### config.mk
export PLATFORM = sky130hd
export DESIGN_NAME = alu_iter_flat
export DESIGN_NICKNAME = d
export VERILOG_FILES = /design/src/rtl/alu_pkg.sv /design/src/rtl/alu_iter_if.sv /design/src/rtl/alu_muldiv_iter.sv /design/src/rtl/alu_iter.sv /design/src/flat_wrapper.sv
export SDC_FILE = /design/constraint.sdc
export NUM_CORES = 1
export LEC_CHECK = 0
export CAP_MARGIN = 15
export CORE_MARGIN = 2
export CORE_UTILIZATION = 50
export DETAILED_ROUTE_END_ITERATION = 10
export PLACE_DENSITY = 0.79
export SYNTH_ARGS = -nofsm -noshare
export SYNTH_HDL_FRONTEND = slang
export SYNTH_HIERARCHICAL = 1
export SYNTH_SLANG_ARGS = --single-unit
### constraint.sdc
create_clock -name clock -period 3.1 [get_ports clock]
set_input_delay 0.775 -clock clock [delete_from_list [all_inputs] [get_ports clock]]
set_output_delay 0.775 -clock clock [all_outputs]
set_load 0.02 [all_outputs]
### src/rtl/alu_pkg.sv
// Shared opcodes, FSM encoding and decode helper for alu_iter.
// Defining ALU_DIV_EN makes the divide opcode multi-cycle.
package alu_pkg;

  localparam logic [3:0] OP_ADD  = 4'b0000;
  localparam logic [3:0] OP_SUB  = 4'b0001;
  localparam logic [3:0] OP_ADD2 = 4'b0010;
  localparam logic [3:0] OP_AND  = 4'b0011;
  localparam logic [3:0] OP_OR   = 4'b0100;
  localparam logic [3:0] OP_NOT  = 4'b0101;
  localparam logic [3:0] OP_SLL  = 4'b0110;
  localparam logic [3:0] OP_SRL  = 4'b0111;
  localparam logic [3:0] OP_SRA  = 4'b1000;
  localparam logic [3:0] OP_SLT  = 4'b1001;
  localparam logic [3:0] OP_MUL  = 4'b1010;
  localparam logic [3:0] OP_DIV  = 4'b1011;

  typedef enum logic [1:0] {
    ST_IDLE = 2'd0,
    ST_ITER = 2'd1,
    ST_FIN  = 2'd2
  } state_t;

  function automatic logic is_multicycle(input logic [3:0] opcode);
`ifdef ALU_DIV_EN
    return (opcode == OP_MUL) || (opcode == OP_DIV);
`else
    return opcode == OP_MUL;
`endif
  endfunction

endpackage

### src/rtl/alu_iter_if.sv
// EX-stage request/result bundle between pipeline control (master) and the ALU (slave).
interface alu_iter_if #(
  parameter int WIDTH = 16
);
  logic             start;
  logic [3:0]       opcode;
  logic [WIDTH-1:0] A;
  logic [WIDTH-1:0] B;
  logic             busy;
  logic             done;
  logic [WIDTH-1:0] ALUout;
  logic [WIDTH-1:0] hi;
  logic             zero;
  logic             negative;
  logic             OverflowDetected;
  logic             illegal;

  modport master (
    output start, opcode, A, B,
    input  busy, done, ALUout, hi, zero, negative, OverflowDetected, illegal
  );

  modport slave (
    input  start, opcode, A, B,
    output busy, done, ALUout, hi, zero, negative, OverflowDetected, illegal
  );
endinterface

### src/rtl/alu_muldiv_iter.sv
// Shift-add multiplier / restoring divider (divider only with ALU_DIV_EN), one step per step pulse.
// Latency: WIDTH steps after load; loNext/hiNext show the register contents after the current step.
// Backpressure: none; the owner sequences load and step.
module alu_muldiv_iter
  import alu_pkg::*;
#(
  parameter int WIDTH = 16
) (
  input  logic             clock,
  input  logic             reset,
  input  logic             load,
  input  logic             step,
`ifdef ALU_DIV_EN
  input  logic             divMode,
`endif
  input  logic [WIDTH-1:0] opA,
  input  logic [WIDTH-1:0] opB,
  output logic [WIDTH-1:0] loNext,
  output logic [WIDTH-1:0] hiNext
);

  // loReg: multiplier / product low, or dividend / quotient; hiReg: product high or remainder
  logic [WIDTH-1:0] loReg;
  logic [WIDTH-1:0] hiReg;
  logic [WIDTH-1:0] opnd;
  logic [WIDTH:0]   mulSum;
`ifdef ALU_DIV_EN
  logic             divReg;
  logic [WIDTH:0]   divShift;
  logic [WIDTH:0]   divDiff;
`endif

  always_comb begin
    mulSum = {1'b0, hiReg} + {1'b0, opnd};
    if (loReg[0]) begin
      hiNext = mulSum[WIDTH:1];
      loNext = {mulSum[0], loReg[WIDTH-1:1]};
    end else begin
      hiNext = {1'b0, hiReg[WIDTH-1:1]};
      loNext = {hiReg[0], loReg[WIDTH-1:1]};
    end
`ifdef ALU_DIV_EN
    // Remainder stays below the divisor, so bit WIDTH of the difference is the borrow.
    divShift = {hiReg, loReg[WIDTH-1]};
    divDiff  = divShift - {1'b0, opnd};
    if (divReg) begin
      if (!divDiff[WIDTH]) begin
        hiNext = divDiff[WIDTH-1:0];
        loNext = {loReg[WIDTH-2:0], 1'b1};
      end else begin
        hiNext = divShift[WIDTH-1:0];
        loNext = {loReg[WIDTH-2:0], 1'b0};
      end
    end
`endif
  end

  always_ff @(posedge clock or posedge reset) begin
    if (reset) begin
      loReg  <= '0;
      hiReg  <= '0;
      opnd   <= '0;
`ifdef ALU_DIV_EN
      divReg <= 1'b0;
`endif
    end else if (load) begin
      hiReg  <= '0;
`ifdef ALU_DIV_EN
      divReg <= divMode;
      loReg  <= divMode ? opA : opB;
      opnd   <= divMode ? opB : opA;
`else
      loReg  <= opB;
      opnd   <= opA;
`endif
    end else if (step) begin
      loReg <= loNext;
      hiReg <= hiNext;
    end
  end

endmodule

### src/rtl/alu_iter.sv
// WIDTH-bit EX-stage ALU with iterative mul, and iterative div when ALU_DIV_EN is defined.
// Latency: done 1 cycle after start for single-cycle ops, WIDTH+1 cycles for mul/div.
// Backpressure: start is ignored while busy; results and flags hold until the next done.
module alu_iter
  import alu_pkg::*;
#(
  parameter int WIDTH = 16
) (
  input logic       clock,
  input logic       reset,
  alu_iter_if.slave bus
);

  localparam int SHAMT_W = $clog2(WIDTH);
  localparam int CNT_W   = $clog2(WIDTH + 1);
  localparam logic [SHAMT_W:0] WIDTH_S = (SHAMT_W + 1)'(WIDTH);

  state_t           state;
  state_t           stateNext;
  logic [CNT_W-1:0] count;
  logic             loadSingle;
  logic             startIter;
  logic             finishIter;
  logic             stepEn;
  logic             divByZero;

  logic [WIDTH-1:0] sum;
  logic [WIDTH-1:0] diff;
  logic [WIDTH-1:0] sraRes;
  logic [SHAMT_W-1:0] shamt;
  logic             bigShift;
  logic [WIDTH-1:0] scLo;
  logic [WIDTH-1:0] scHi;
  logic             scOvf;
  logic             scIll;
  logic [WIDTH-1:0] mdLoNext;
  logic [WIDTH-1:0] mdHiNext;

  logic [WIDTH-1:0] aluOutR;
  logic [WIDTH-1:0] hiR;
  logic             doneR;
  logic             zeroR;
  logic             negR;
  logic             ovfR;
  logic             illR;

`ifdef ALU_DIV_EN
  logic             divMode;
  logic             iterDiv;
  assign divMode   = (bus.opcode == OP_DIV);
  assign divByZero = divMode && (bus.B == '0);
`else
  assign divByZero = 1'b0;
`endif

  assign sum    = bus.A + bus.B;
  assign diff   = bus.A - bus.B;
  assign shamt  = bus.B[SHAMT_W-1:0];
  assign sraRes = $signed(bus.A) >>> shamt;
  // The shift amount is the whole of B, not just its low bits.
  assign bigShift = (|bus.B[WIDTH-1:SHAMT_W+1]) || (bus.B[SHAMT_W:0] >= WIDTH_S);

  always_comb begin
    scLo  = '0;
    scHi  = '0;
    scOvf = 1'b0;
    scIll = 1'b0;
    case (bus.opcode)
      OP_ADD, OP_ADD2: begin
        scLo  = sum;
        scOvf = (bus.A[WIDTH-1] == bus.B[WIDTH-1]) && (sum[WIDTH-1] != bus.A[WIDTH-1]);
      end
      OP_SUB: begin
        scLo  = diff;
        scOvf = (bus.A[WIDTH-1] != bus.B[WIDTH-1]) && (diff[WIDTH-1] != bus.A[WIDTH-1]);
      end
      OP_AND: scLo = bus.A & bus.B;
      OP_OR:  scLo = bus.A | bus.B;
      OP_NOT: scLo = ~bus.A;
      OP_SLL: scLo = bigShift ? '0 : (bus.A << shamt);
      OP_SRL: scLo = bigShift ? '0 : (bus.A >> shamt);
      OP_SRA: scLo = bigShift ? {WIDTH{bus.A[WIDTH-1]}} : sraRes;
      OP_SLT: scLo = {{(WIDTH-1){1'b0}}, $signed(bus.A) < $signed(bus.B)};
      OP_MUL: scLo = '0;
`ifdef ALU_DIV_EN
      OP_DIV: begin
        scLo  = '1;
        scHi  = bus.A;
        scOvf = 1'b1;
      end
`endif
      default: scIll = 1'b1;
    endcase
  end

  always_comb begin
    stateNext  = state;
    loadSingle = 1'b0;
    startIter  = 1'b0;
    finishIter = 1'b0;
    stepEn     = 1'b0;
    case (state)
      // FIN accepts a new request exactly like IDLE, giving back-to-back issue on done.
      ST_IDLE, ST_FIN: begin
        stateNext = ST_IDLE;
        if (bus.start) begin
          if (is_multicycle(bus.opcode) && !divByZero) begin
            startIter = 1'b1;
            stateNext = ST_ITER;
          end else begin
            loadSingle = 1'b1;
          end
        end
      end
      ST_ITER: begin
        stepEn = 1'b1;
        if (count == CNT_W'(1)) begin
          finishIter = 1'b1;
          stateNext  = ST_FIN;
        end
      end
      default: stateNext = ST_IDLE;
    endcase
  end

  always_ff @(posedge clock or posedge reset) begin
    if (reset) begin
      state   <= ST_IDLE;
      count   <= '0;
`ifdef ALU_DIV_EN
      iterDiv <= 1'b0;
`endif
    end else begin
      state <= stateNext;
      if (startIter) begin
        count   <= CNT_W'(WIDTH);
`ifdef ALU_DIV_EN
        iterDiv <= divMode;
`endif
      end else if (stepEn) begin
        count <= count - CNT_W'(1);
      end
    end
  end

  alu_muldiv_iter #(
    .WIDTH (WIDTH)
  ) u_muldiv (
    .clock   (clock),
    .reset   (reset),
    .load    (startIter),
    .step    (stepEn),
`ifdef ALU_DIV_EN
    .divMode (divMode),
`endif
    .opA     (bus.A),
    .opB     (bus.B),
    .loNext  (mdLoNext),
    .hiNext  (mdHiNext)
  );

  // The last step and the result capture share one edge, so capture the stepped values.
  always_ff @(posedge clock or posedge reset) begin
    if (reset) begin
      doneR   <= 1'b0;
      aluOutR <= '0;
      hiR     <= '0;
      zeroR   <= 1'b0;
      negR    <= 1'b0;
      ovfR    <= 1'b0;
      illR    <= 1'b0;
    end else begin
      doneR <= loadSingle || finishIter;
      if (loadSingle) begin
        aluOutR <= scLo;
        hiR     <= scHi;
        zeroR   <= !scIll && (scLo == '0);
        negR    <= scLo[WIDTH-1];
        ovfR    <= scOvf;
        illR    <= scIll;
      end else if (finishIter) begin
        aluOutR <= mdLoNext;
        hiR     <= mdHiNext;
        zeroR   <= (mdLoNext == '0);
        negR    <= mdLoNext[WIDTH-1];
`ifdef ALU_DIV_EN
        ovfR    <= !iterDiv && (mdHiNext != '0);
`else
        ovfR    <= (mdHiNext != '0);
`endif
        illR    <= 1'b0;
      end
    end
  end

  assign bus.busy             = (state == ST_ITER);
  assign bus.done             = doneR;
  assign bus.ALUout           = aluOutR;
  assign bus.hi               = hiR;
  assign bus.zero             = zeroR;
  assign bus.negative         = negR;
  assign bus.OverflowDetected = ovfR;
  assign bus.illegal          = illR;

endmodule

### src/flat_wrapper.sv
// flat-port wrapper written by rule: the top's interface ports become plain ports
module alu_iter_flat import alu_pkg::*;
#(
  parameter int WIDTH = 16
)
  (clock, reset, bus_start, bus_opcode, bus_A, bus_B, bus_busy, bus_done, bus_ALUout, bus_hi, bus_zero, bus_negative, bus_OverflowDetected, bus_illegal);
  alu_iter_if #(.WIDTH(WIDTH)) bus_i ();
  input logic clock;
  input logic reset;
  input wire logic [$bits(bus_i.start)-1:0] bus_start;
  input wire logic [$bits(bus_i.opcode)-1:0] bus_opcode;
  input wire logic [$bits(bus_i.A)-1:0] bus_A;
  input wire logic [$bits(bus_i.B)-1:0] bus_B;
  output wire logic [$bits(bus_i.busy)-1:0] bus_busy;
  output wire logic [$bits(bus_i.done)-1:0] bus_done;
  output wire logic [$bits(bus_i.ALUout)-1:0] bus_ALUout;
  output wire logic [$bits(bus_i.hi)-1:0] bus_hi;
  output wire logic [$bits(bus_i.zero)-1:0] bus_zero;
  output wire logic [$bits(bus_i.negative)-1:0] bus_negative;
  output wire logic [$bits(bus_i.OverflowDetected)-1:0] bus_OverflowDetected;
  output wire logic [$bits(bus_i.illegal)-1:0] bus_illegal;
  assign bus_i.start = bus_start;
  assign bus_i.opcode = bus_opcode;
  assign bus_i.A = bus_A;
  assign bus_i.B = bus_B;
  assign bus_busy = bus_i.busy;
  assign bus_done = bus_i.done;
  assign bus_ALUout = bus_i.ALUout;
  assign bus_hi = bus_i.hi;
  assign bus_zero = bus_i.zero;
  assign bus_negative = bus_i.negative;
  assign bus_OverflowDetected = bus_i.OverflowDetected;
  assign bus_illegal = bus_i.illegal;
  alu_iter #(.WIDTH(WIDTH)) u_core (.clock(clock), .reset(reset), .bus(bus_i));
endmodule
==> impl_summary.txt <==
----------------------------------------------------
[Run status]
  Outcome ... complete, but fails checks
  Violated checks ... negative setup slack

[Floorplan]
  Standard-cell row count ... 50
  Initial Util ... 50.9%
  Area inside the core boundary ... between 15000 and 20000 um2
  Die Y ... between 100 and 150 um
  Die width ... ~140 um
  I/O pin count ... 77
  Die area ... ~20000 um2

[Critical path]
  Capture point of the worst reg-to-reg path ... u_core/bus.OverflowDetected
  Crit path required time ... 3.34 ns
  Crit Path Max Fanout ... 3
  Register-to-register setup slack ... about 0.04 ns
  Worst Path Class, Setup ... input pin to register
  Worst reg2reg path depth ... 11
  Critical path endpoint category ... register
  Critical Path Start Type ... input pin
  Critical Path AT ... between 3 and 4 ns
  Critical Path Start ... bus_B[5]
  Reg2Reg Launch Point ... u_core/u_muldiv/opnd[1]

[Global routing]
  Antenna violations before repair ... 0
  First-pass GRT wire length ... between 50000 and 60000 um
  Aggregate global-route resource usage ... 38.1%
  Largest net degree at the start of global routing ... 45
  Vias in the first global route ... between 10000 and 15000
  Final global-route overflow total ... 0

[STA]
  Worst Hold Margin ... a little under 0.5 ns
  Worst-case setup margin in the final layout ... -0.174 ns
  Max-slew headroom ... 60.4%
  Worst-margin pin slew ... a little under 0.6 ns
  Final Cycle Share ... 106%
  Unrepaired setup endpoints after global routing ... true
  Post-route minimum period ... 3.27 ns
  Timing-limited maximum frequency ... roughly 0.3 GHz
  Final Max Tran Viols ... 0
  Number of failing hold endpoints at the final stage ... 0
  Final setup violating endpoints ... 3
  Clock Skews ... 0.0115 ns

[Clock network]
  Number of clock sinks seen by CTS ... 91
  Count of H-tree levels built during CTS ... 3
  Clock slew at the register clock pins of the worst setup and hold paths ... ~0.070 ns
  Skew-Pair Late Insertion Delay ... 0.34 ns
  Clock tree from TritonCTS ... built
  Clk root buf ... sky130_fd_sc_hd__clkbuf_16
  TritonCTS buffer count ... 9
  Buffer depth of the longest clock path ... 2

[Routing]
  Total via count after detailed routing ... around 11000
  Total wire length after detailed routing ... 39100 um
  Number of routed nets with antenna violations ... 0
  TritonRoute pass-1 iters ... 6
  Routed wire length per instance ... ~23 um
  Residual DRC count ... 0
  DR vias/cell ... 6.44
  Initial drt markers ... between 1000 and 1500

[Synthesis]
  Leading register cell type out of synthesis ... sky130_fd_sc_hd__dfrtp_1
  Xor/xnor share of the synthesized area ... 1.57%
  Post-synthesis share of cell area spent on and, or, nand and nor gates ... between 10% and 20%
  Cell Area, Synth ... between 9000 and 10000 um2
  Post-synthesis share of cell area spent on full adders, half adders and majority gates ... 9.46%
  Library cell with the largest summed area after synthesis ... sky130_fd_sc_hd__dfrtp_1
  Synthesized netlist net count ... 1245
  Combinational family with the most area after synthesis ... compound AO/OA/AOI/OAI gates
  Number of distinct standard cells referenced by the synthesized netlist ... 94
  Complex-gate fraction of the synthesized area ... roughly 26%
  Number of synthesized register bits ... 91
  Async SR Flop Fraction ... 100%
  Cell count after synthesis ... ~1100
  Sequential fraction of the synthesis area ... 24.0%
  Fraction of post-synthesis cell area in the top cell type by area ... between 20% and 30%
  Yosys warning count ... 6
  Post-synth EDFFs ... 0
  Mean instance size in the synthesized netlist ... between 8 and 9 um2
  Mux cell area share after synthesis ... 13.5%
  Ranking of synthesized cells by area ... sky130_fd_sc_hd__dfrtp_1 24%, sky130_fd_sc_hd__ha_1 8.8%, sky130_fd_sc_hd__mux4_2 5.2%

[Placement]
  Sum of net half-perimeters after detailed placement ... 28900 um
  Area after detailed placement ... 12600 um2
  Number of buffers added on ports ... 76
  Final RePlAce weighted congestion ... ~1.0

[Cells and area]
  Area added between synthesis and finish ... 47.0%
  Final antenna diode count ... 0
  Fraction of final layout cells with drive strength greater than 1 ... between 40 and 50%
  Number of nets in the layout ... between 1500 and 2000
  Design area ... 14000 um2

[Power and ir drop]
  Pwr/cell area ... a little under 600 nW/um2
  Internal power ... between 4 and 5 mW
  Total net switching power ... approximately 3.6 mW
  Clock power frac ... 13.2%
  Sequential share of power ... between 20% and 30%
  Combinational group share of total power ... between 60 and 70%
  Proportion of total power due to net switching ... between 40% and 50%
  Cell leakage power ... ~6.3 nW
  Maximum resistive drop on vdd ... approximately 0.37 mV

[Worst hold path]
  Hold Path Depth ... 2
  Worst Hold Path EP ... u_core/bus.illegal
  Path category of the worst min-delay check ... register to register
  Source of the worst hold timing path ... u_core/bus.illegal

[Run]
  Max-cap check violation count ... 0

----------------------------------------------------
==> logic make-up (layout without fill, tap and decap cells) <==
family	Yosys count	count (layout)
adders and majority gates	70	70
buffers and inverters	165	501
muxes	95	95
AOI/OAI and AO/OA	348	348
DFF	91	91
and+or+nand+nor	350	350
xor gates and xnor gates	17	17
==> worst max-delay path by stage <==
stage                            to  slack, ns  cells past startpoint
finish              u_core/bus.zero      -0.17                     12
floorplan           u_core/bus.zero      -0.26                     13
detailed placement  u_core/bus.zero      -1.14                     13
global placement    u_core/bus.zero      -1.03                     13
global route        u_core/bus.zero      -0.30                     12
CTS                 u_core/bus.zero      -0.16                     12
==> sequential cells by signal, indices dropped and copies added (netlist names) <==
| name | flops |
|---|---|
| u_core/bus.illegal | 1 |
| u_core/bus.done | 1 |
| u_core/count | 5 |
| u_core/bus.zero | 1 |
| u_core/u_muldiv/loReg | 16 |
| u_core/bus.hi | 16 |
| u_core/u_muldiv/hiReg | 16 |
| u_core/bus.OverflowDetected | 1 |
| u_core/u_muldiv/opnd | 16 |
| u_core/state | 2 |
| u_core/bus.ALUout | 16 |
==> synth_stat cells (all sizes together) (7+ instances only) <==
master  count
a21o       16
a22o        9
xnor2      11
o221ai      9
dfrtp      91
o21ai      73
o21a        9
clkbuf     60
a22oi      13
a211oi     19
nor4       18
mux2       34
o211ai     15
nand2     115
or3         7
a21oi      80
ha         67
mux2i      39
nor2       84
mux4       22
nand2b     22
a31oi       8
nor3       29
buf        43
o22ai      10
a311oi     10
inv        60
nand3      22
==> worst max-delay path, cell delays in order <==
cell,delay [ns]
sky130_fd_sc_hd__buf_6,0.09
sky130_fd_sc_hd__buf_6,0.11
sky130_fd_sc_hd__or4_4,0.55
sky130_fd_sc_hd__or3_4,0.37
sky130_fd_sc_hd__buf_6,0.14
sky130_fd_sc_hd__o21ai_2,0.12
sky130_fd_sc_hd__o211ai_1,0.15
sky130_fd_sc_hd__a211oi_2,0.31
sky130_fd_sc_hd__nand4_1,0.22
sky130_fd_sc_hd__nor4bb_4,0.31
sky130_fd_sc_hd__nand4_1,0.17
sky130_fd_sc_hd__o41ai_2,0.21
==> cells in the final DEF, fill, tap and decap left out, drive strengths merged, types with 7 or more instances in the layout <==
cell	Yosys	final
buf	43	361
nand2	115	115
dfrtp	91	91
nor2	84	84
a21oi	80	80
o21ai	73	73
ha	67	67
inv	60	61
clkdlybuf4s50	0	40
mux2i	39	39
mux2	34	34
nor3	29	29
nand2b	22	22
mux4	22	22
nand3	22	22
clkbuf	60	22
a211oi	19	19
nor4	18	18
a21o	16	16
o211ai	15	15
a22oi	13	13
xnor2	11	11
o22ai	10	10
a311oi	10	10
o21a	9	9
a22o	9	9
o221ai	9	9
a31oi	8	8
or3	7	7
==> power groups by stage <==
stage                     Sequential, mW  Combinational [mW]  Clock, mW
after floorplan                     2.14                2.93          0
after CTS                           2.12                4.65       1.09
after detailed placement            2.14                4.48          0
final                               2.14                4.90       1.07
after global placement              2.11                4.33          0
after global routing                2.19                5.25       1.12
==> metrics by stage <==
stage / setup TNS [ns] / setup WS, ns / utilization [%] / instances / total power, mW
after global placement: -10.42 / -1.03 / 67.3 / 1643 / 6.44
after global routing: -0.710 / -0.300 / 74.8 / 1706 / 8.56
after floorplan: -0.443 / -0.265 / - / 1136 / 5.08
after detailed placement: -11.18 / -1.14 / 67.3 / 1643 / 6.62
after CTS: -0.506 / -0.158 / 72.7 / 1686 / 7.86
final: -0.211 / -0.174 / 74.8 / 1706 / 8.11
==> what timing repair did <==
item / CTS / global route
pin swaps: 68 / 41
setup endpoints to repair: 16 / 10
gates resized for setup: 186 / 104
hold buffers: 0 / 0
endpoints found under the hold margin: 0 / 0
gates cloned: 2 / 2
buffers inserted: 27 / 18
==> layer usage <==
| metal | global-route usage, % | wire length, um |
|---|---|---|
| met1 | 47.7 | 15000 |
| met2 | 63.7 | 18300 |
| met3 | 5.97 | 3400 |
| met4 | 20.0 | 2480 |
| met5 | 0 | 0 |
==> layout make-up <==
| cell class | instances | area (um2) |
|---|---|---|
| Multi-Input combinational cell | 880 | 7360 |
| Timing Repair Buffer | 423 | 3490 |
| Tap cell | 234 | 293 |
| Clock buffer | 9 | 225 |
| Clock inverter | 7 | 60.1 |
| Sequential cell | 91 | 2280 |
| Fill cell | 1348 | 4690 |
| Inverter | 62 | 248 |
Note: power is estimated with default switching activity, not from simulation.
